===== config.mk =====
export PLATFORM = sky130hd
export DESIGN_NAME = bram_dma_flat
export DESIGN_NICKNAME = d
export VERILOG_FILES = /design/src/rtl/bram_dma_if.sv /design/src/rtl/bram_dma.sv /design/src/flat_wrapper.sv
export SDC_FILE = /design/constraint.sdc
export NUM_CORES = 1
export LEC_CHECK = 0
export BUFFER_PORTS_ARGS = -buffer_cell sky130_fd_sc_hd__buf_2
export CORE_MARGIN = 1.5
export CORE_UTILIZATION = 30
export DETAILED_ROUTE_END_ITERATION = 7
export MAX_ROUTING_LAYER = met4
export PLACE_DENSITY_LB_ADDON = 0.2
export SLEW_MARGIN = 10
export SYNTH_ARGS = -nofsm -noshare
export SYNTH_HDL_FRONTEND = slang
export SYNTH_SLANG_ARGS = --single-unit

===== constraint.sdc =====
create_clock -name clk_i -period 9.9 [get_ports clk_i]
set_clock_uncertainty 0.2 [all_clocks]
set_input_delay 2.97 -clock clk_i [delete_from_list [all_inputs] [get_ports clk_i]]
set_output_delay 2.97 -clock clk_i [all_outputs]
set_load 0.03 [all_outputs]

===== src/rtl/bram_dma_if.sv =====
// Bus bundle between the block copy/fill engine and its environment (control
// side plus one bram port). The engine uses the slave view.
interface bram_dma_if #(
  parameter int P_DATA_WIDTH    = 16,
  parameter int P_ADDRESS_WIDTH = 10
);
  logic                       start;
  logic                       mode;
  logic [P_ADDRESS_WIDTH-1:0] srcAddress;
  logic [P_ADDRESS_WIDTH-1:0] dstAddress;
  logic [P_ADDRESS_WIDTH:0]   length;
  logic [P_DATA_WIDTH-1:0]    fillData;
  logic                       busy;
  logic                       done;
  logic [P_ADDRESS_WIDTH-1:0] bramAddress;
  logic [P_DATA_WIDTH-1:0]    bramWrData;
  logic                       bramWriteEnable;
  logic [P_DATA_WIDTH-1:0]    bramRdData;

  modport master (
    output start, mode, srcAddress, dstAddress, length, fillData, bramRdData,
    input  busy, done, bramAddress, bramWrData, bramWriteEnable
  );

  modport slave (
    input  start, mode, srcAddress, dstAddress, length, fillData, bramRdData,
    output busy, done, bramAddress, bramWrData, bramWriteEnable
  );
endinterface


===== src/rtl/bram_dma.sv =====
// Block copy/fill engine driving one bram port: copies a word range or fills
// a range with a constant, ascending, with modulo address arithmetic.
module bram_dma #(
  parameter int P_DATA_WIDTH    = 16,
  parameter int P_ADDRESS_WIDTH = 10
) (
  input  logic          clk_i,
  input  logic          rst_i,
  bram_dma_if.slave     bus_io
);
  localparam int AW = P_ADDRESS_WIDTH;
  localparam int DW = P_DATA_WIDTH;
  localparam int CW = AW + 1;

  typedef enum logic [2:0] {IDLE, COPY_RD, COPY_WR, FILL_WR, DONE} state_e;

  state_e          state_q;
  logic [AW-1:0]   srcAddr_q;
  logic [AW-1:0]   dstAddr_q;
  logic [CW-1:0]   length_q;
  logic [CW-1:0]   count_q;
  logic [DW-1:0]   wrData_q;
  logic [AW-1:0]   address_q;
  logic            we_q;
  logic            busy_q;
  logic            done_q;

  logic [CW-1:0]   countNext_d;
  logic            lastWord_d;

  always_comb begin
    countNext_d = count_q + CW'(1);
    lastWord_d  = (count_q == (length_q - CW'(1)));
  end

  // Outputs are registered alongside the state, so each state's bus values
  // are prepared on the edge that enters it.
  always_ff @(posedge clk_i) begin
    if (rst_i) begin
      state_q   <= IDLE;
      srcAddr_q <= '0;
      dstAddr_q <= '0;
      length_q  <= '0;
      count_q   <= '0;
      wrData_q  <= '0;
      address_q <= '0;
      we_q      <= 1'b0;
      busy_q    <= 1'b0;
      done_q    <= 1'b0;
    end else begin
      case (state_q)
        IDLE: begin
          if (bus_io.start) begin
            srcAddr_q <= bus_io.srcAddress;
            dstAddr_q <= bus_io.dstAddress;
            length_q  <= bus_io.length;
            count_q   <= '0;
            if (bus_io.length == '0) begin
              state_q <= DONE;
              done_q  <= 1'b1;
            end else if (!bus_io.mode) begin
              state_q   <= COPY_RD;
              address_q <= bus_io.srcAddress;
              busy_q    <= 1'b1;
            end else begin
              state_q   <= FILL_WR;
              address_q <= bus_io.dstAddress;
              wrData_q  <= bus_io.fillData;
              we_q      <= 1'b1;
              busy_q    <= 1'b1;
            end
          end
        end
        COPY_RD: begin
          state_q   <= COPY_WR;
          address_q <= dstAddr_q + count_q[AW-1:0];
          we_q      <= 1'b1;
        end
        COPY_WR, FILL_WR: begin
          count_q <= countNext_d;
          if (lastWord_d) begin
            state_q   <= DONE;
            address_q <= '0;
            wrData_q  <= '0;
            we_q      <= 1'b0;
            busy_q    <= 1'b0;
            done_q    <= 1'b1;
          end else if (state_q == COPY_WR) begin
            state_q   <= COPY_RD;
            address_q <= srcAddr_q + countNext_d[AW-1:0];
            we_q      <= 1'b0;
          end else begin
            address_q <= dstAddr_q + countNext_d[AW-1:0];
          end
        end
        DONE: begin
          state_q <= IDLE;
          done_q  <= 1'b0;
        end
        default: begin
          state_q <= IDLE;
        end
      endcase
    end
  end

  // Read data only arrives the cycle after its address, so copy writes pass it straight through.
  always_comb begin
    bus_io.busy            = busy_q;
    bus_io.done            = done_q;
    bus_io.bramAddress     = address_q;
    bus_io.bramWriteEnable = we_q;
    bus_io.bramWrData      = (state_q == COPY_WR) ? bus_io.bramRdData : wrData_q;
  end
endmodule

===== src/flat_wrapper.sv =====
// flat-port wrapper written by rule: the top's interface ports become plain ports
module bram_dma_flat 
#(
  parameter int P_DATA_WIDTH    = 16,
  parameter int P_ADDRESS_WIDTH = 10
)
  (clk_i, rst_i, bus_io_start, bus_io_mode, bus_io_srcAddress, bus_io_dstAddress, bus_io_length, bus_io_fillData, bus_io_bramRdData, bus_io_busy, bus_io_done, bus_io_bramAddress, bus_io_bramWrData, bus_io_bramWriteEnable);
  bram_dma_if #(.P_DATA_WIDTH(P_DATA_WIDTH), .P_ADDRESS_WIDTH(P_ADDRESS_WIDTH)) bus_io_i ();
  input  logic clk_i;
  input  logic rst_i;
  input wire logic [$bits(bus_io_i.start)-1:0] bus_io_start;
  input wire logic [$bits(bus_io_i.mode)-1:0] bus_io_mode;
  input wire logic [$bits(bus_io_i.srcAddress)-1:0] bus_io_srcAddress;
  input wire logic [$bits(bus_io_i.dstAddress)-1:0] bus_io_dstAddress;
  input wire logic [$bits(bus_io_i.length)-1:0] bus_io_length;
  input wire logic [$bits(bus_io_i.fillData)-1:0] bus_io_fillData;
  input wire logic [$bits(bus_io_i.bramRdData)-1:0] bus_io_bramRdData;
  output wire logic [$bits(bus_io_i.busy)-1:0] bus_io_busy;
  output wire logic [$bits(bus_io_i.done)-1:0] bus_io_done;
  output wire logic [$bits(bus_io_i.bramAddress)-1:0] bus_io_bramAddress;
  output wire logic [$bits(bus_io_i.bramWrData)-1:0] bus_io_bramWrData;
  output wire logic [$bits(bus_io_i.bramWriteEnable)-1:0] bus_io_bramWriteEnable;
  assign bus_io_i.start = bus_io_start;
  assign bus_io_i.mode = bus_io_mode;
  assign bus_io_i.srcAddress = bus_io_srcAddress;
  assign bus_io_i.dstAddress = bus_io_dstAddress;
  assign bus_io_i.length = bus_io_length;
  assign bus_io_i.fillData = bus_io_fillData;
  assign bus_io_i.bramRdData = bus_io_bramRdData;
  assign bus_io_busy = bus_io_i.busy;
  assign bus_io_done = bus_io_i.done;
  assign bus_io_bramAddress = bus_io_i.bramAddress;
  assign bus_io_bramWrData = bus_io_i.bramWrData;
  assign bus_io_bramWriteEnable = bus_io_i.bramWriteEnable;
  bram_dma #(.P_DATA_WIDTH(P_DATA_WIDTH), .P_ADDRESS_WIDTH(P_ADDRESS_WIDTH)) u_core (.clk_i(clk_i), .rst_i(rst_i), .bus_io(bus_io_i));
endmodule

; ---- Word-level counts from Yosys, hierarchy flattened
; Index checks and enable logic that the tools add are counted.
[classes]
eq_ne = 11
reduce_logical = 14
n_mux = 34
addsub = 5
[op_table]
columns = operator, count
row1 = $mux W16, 5
row2 = $mux W10, 5
row3 = $pmux W16 S2, 1
row4 = $add A10 B10 Y10, 3
row5 = $pmux W10 S3, 1
row6 = $pmux W11 S2, 1
row7 = $mux W3, 4
row8 = $add A11 B1 Y11 const B, 1
row9 = $eq A11 B11 Y1, 1
row10 = $logic_not A11 Y1, 1
row11 = $mux W1, 11
row12 = $mux W11, 1
row13 = $sub A11 B1 Y11 const B, 1
row14 = $reduce_and A5 Y1, 2
row15 = $pmux W3 S3, 1
row16 = $reduce_and A4 Y1, 2
row17 = $eq A3 B2 Y1 const B, 2
row18 = $ne A2 B2 Y1 const B, 3
row19 = $pmux W1 S3, 2
row20 = $reduce_and A2 Y1, 3
row21 = $reduce_bool A3 Y1, 2
row22 = $ne A2 B1 Y1 const B, 2
row23 = $eq A3 B1 Y1 const B, 1
row24 = $eq A3 B3 Y1 const B, 1
row25 = 7 further kinds, 7
[totals]
input_bits = 67
out_inout_bits = 29
ff_bits = 74
word_cells = 74

; ---- Longest topological paths before layout
[depth]
word_depth = 5
depth_mapped = 14
depth_no_buf = 12

; ---- Least setup slack after synthesis
; No wires, ideal clock.
[synth_path]
path_kind = input -> output
startpoint = in bus_io_bramRdData[0]
endpoint = out bus_io_bramWrData[0]
t_required_ps = 6730
t_arrival_ps = 3302
slack_ps = 3428
cell_stages = 1
path_buffers = 0
path_cell_list = mux2_2
[synth_between]
elab_chain_cells = 1
[synth_lines]
columns = element, line_no
row1 = start: declaration, flat_wrapper.sv:17  ; input wire logic [$bits(bus_io_i.bramRdData)-1:0] bus_io_bramRdData;
row2 = $mux W16, bram_dma.sv:113  ; bus_io.bramWrData = (state_q == COPY_WR) ? bus_io.bramRdData : wrData_q;
row3 = end: declaration, flat_wrapper.sv:21  ; output wire logic [$bits(bus_io_i.bramWrData)-1:0] bus_io_bramWrData;
; No other way between the ends.

; ---- Final worst setup path
[layout_path]
startpoint = in bus_io_bramRdData[6]
endpoint = out bus_io_bramWrData[6]
; Same word-level chain as after synthesis.

==> out/summary.txt <==
outcome: completed
sequential cell area: 1480 um2
Synth Area in Simple Gates: 21.1%
Antenna Nets Post-Route: 0
Area contributors post-synth: dfxtp_1 (32%), nand2_1 (6.8%), a21oi_1 (6.2%)
number of gates resized after cts: 0
P_int: 0.000667 W
sequential fraction of the synthesis area: 32.4%
Flop pwr share: 34.8%
Worst-Margin Slew: 1.15 ns
insertion delay to the later sink of the worst-skew pair: 0.35 ns
nets@finish: 729
main combinational cell family by area after synthesis: compound AO/OA/AOI/OAI gates
vias per cell: 5.27
Netlist cell types: 60
Psw: 0.000388 W
crit end category: output port
Rel. slew slack: 23.1%
GRT Residual Overflow: 0
Worst Hold Class: reg -> reg
# H-tree levels: 3
Leakage: 2.44 nW
synthesis-to-finish area growth: 19.8%
post-synth net total: 652
fin crit period: 6.66 ns
Die ar.: 16,000 um2
number of global-route vias before repair: 4,105
Compound-Gate Fraction of Synth Area: 21.8%
first-pass GRT wire length: 21.6 mm
chip height: 127 um
Max VDD drop: 0.000101 V
most common flop cell mapped by yosys: dfxtp_1
clock tree from TritonCTS: done
largest net degree at the start of global routing: 63
crit share post-route: 67.3%
Sw Share: 36.7%
Post-synth EDFFs: 0
Clock Path Buffers: 2
# fillers: 1,542
Post-Synth XOR/XNOR Area: 6.70%
cell mode on critical path: buf_2
CTS buffer count: 9
Pre-antenna DRT Iters: 5
Clk network pwr share: 32.5%
hpwl dp: 10.0 mm
adder-cell share of the synthesized area: 6.34%
commonest non-fill, non-tap cell in the layout: buf_2
Synth top area share: 32.4%
Synth async-reset ratio: 0%
area of the mapped netlist: 4580 um2
Setup TNS: 0 ns
dominant cell type by area after synthesis: dfxtp_1
Arr. time, crit path: 3.49 ns
Worst Path Required: 6.73 ns
post-synthesis mux area share: 7.46%
Die X: 127 um
cell row count: 44
# clock sinks: 74
IO Port Bufs: 95
Avg Inst Size Synth: 8.13 um2
Root Buffer: clkbuf_16
global-route usage over all layers: 17.6%
logic gate share of total power: 32.7%
final hold vios: 0
Routed wire per std cell: 16.2 um
Crit-path slowest cell: mux2_2
Core Area: 14,700 um2
Post-CTS Hold Buffers: 0
ordered list of cells on the worst path: buf_2 > mux2_2 > buf_2
cell count after synthesis: 563
RSZ-0062 raised after global routing: no
iteration-0 DRC count of the detailed router: 282
critical path class: in -> out
fmax: 150 MHz
Post-CTS Setup Inserts: 0
area of the multi-input gates: 2910 um2
Clock transition at path regs: 0.06 ns
RePlAce Congestion: 0.855
Crit Path Max Fanout: 1
Final Max Tran Viols: 0
# DRC: 0
max incr delay on CP: 0.25 ns
routed vias: 4,367
Synth Register Bits: 74
Ys Warns: 0
antenna violations before repair: 0
antenna cells: 0
share of cells above drive strength 1: 24.2%
PwrDens: 192 nW/um2
CP Launch Type: primary input
num ports: 96
detailed-route wire length: 13.5 mm
Initial Util: 31.1%
Final Setup Violations: 0
most frequent cells in the layout: buf_2 (95), nand2_1 (83), dfxtp_1 (74)
Layout Utilization: 37.3%
max_cap viols: 0
-- layer usage --
layer	vias up	share of wire, %	track usage (%)
met5	-	0	-
met4	0	1.1	4.94
met3	17	5.1	3.12
met2	130	45	27.1
met1	2037	49	23.9
li1	2183	-	-
-- power by group through the flow --
| stage | logic (W) | registers (W) | clock network (W) |
|---|---|---|---|
| final | 0.000345 | 0.000367 | 0.000343 |
| after global routing | 0.000382 | 0.000372 | 0.000364 |
| after global placement | 0.000340 | 0.000372 | 0 |
| after detailed placement | 0.000344 | 0.000374 | 0 |
| after CTS | 0.000346 | 0.000367 | 0.000351 |
| after floorplan | 0.000237 | 0.000382 | 0 |
-- synth_stat cells (2+ instances only) --
cell type and instances:
o31a_1 2, a221o_1 2, a211oi_1 9, o21a_1 2
or3_1 5, o211ai_1 3, ha_1 20, a21oi_1 57
a41oi_1 2, a31oi_1 3, a21o_1 4, xor2_1 19
a211o_1 2, a22o_2 6, mux2i_1 6, inv_1 13
nor2b_1 11, nor3_1 21, a2111oi_0 3, fa_1 2
and2_1 2, nor2_1 48, a22oi_1 6, dfxtp_1 74
buf_1 2, o31ai_1 2, nand3_1 7, nand2b_1 4
xnor2_1 16, buf_6 3, nand4_1 6, a311oi_1 4
mux2_2 25, nand2_1 83, and3_1 6, a22o_1 10
clkbuf_1 26, o21ai_0 18, nor4_1 8
-- worst max-delay path: cells and delay by family --
| kind | cells | cell delay (ns) |
|---|---|---|
| buf+inv | 2 | 0.27 |
| mux | 1 | 0.25 |
-- stage by stage --
stage / instances / worst slack, ns / power (W) / area, um2 / hold WS (ns)
final: 829 / 3.24 / 0.00105 / 5490 / 0.254
after global placement: 813 / 3.25 / 0.000712 / 5170 / 0.244
after detailed placement: 813 / 3.23 / 0.000718 / 5170 / 0.247
after CTS: 829 / 3.23 / 0.00106 / 5490 / 0.257
after global routing: 829 / 3.22 / 0.00112 / 5490 / 0.277
after floorplan: 563 / 3.43 / 0.000619 / 4580 / 0.233
-- sequential cells by signal, summed over array words and instances (netlist names) --
name and count:
u_core.wrData_q 16, u_core.count_q 11, u_core.length_q 11, u_core.bus_io.bramAddress 10, u_core.dstAddr_q 10, u_core.srcAddr_q 10, u_core.state_q 3, u_core.bus_io.bramWriteEnable 1
u_core.bus_io.busy 1, u_core.bus_io.done 1
-- cell type report --
type	instances	share of cell area, %
multi-input cells	444	53.1
flip-flops and latches	74	27.0
repair buffers	98	9.08
clock buffers	10	4.36
well taps	184	4.20
clock inverters	6	1.35
inverters	13	0.890
-- path summary, 6_finish.rpt --
| path | startpoint | end | slack [ns] | cells past startpoint |
|---|---|---|---|---|
| hold reg to reg | u_core.srcAddr_q[7]$_SDFFE_PP0P_ | u_core.srcAddr_q[7]$_SDFFE_PP0P_ | 0.25 | 2 |
| setup reg to reg | u_core.state_q[1]$_SDFFE_PP0P_ | u_core.bus_io.bramAddress[8]$_SDFFE_PP0P_ | 5.68 | 13 |
| hold / removal | u_core.srcAddr_q[7]$_SDFFE_PP0P_ | u_core.srcAddr_q[7]$_SDFFE_PP0P_ | 0.25 | 2 |
| setup / recovery | bus_io_bramRdData[6] | bus_io_bramWrData[6] | 3.24 | 3 |
-- logic make-up after synthesis --
logic type                 count (synthesis)
buffers and inverters                     45
xor gates and xnor gates                  35
and+or+nand+nor                          208
AOI/OAI and AO/OA                        148
muxes                                     31
adders and majority gates                 22
DFF                                       74
Power figures use the tool's default switching activity.
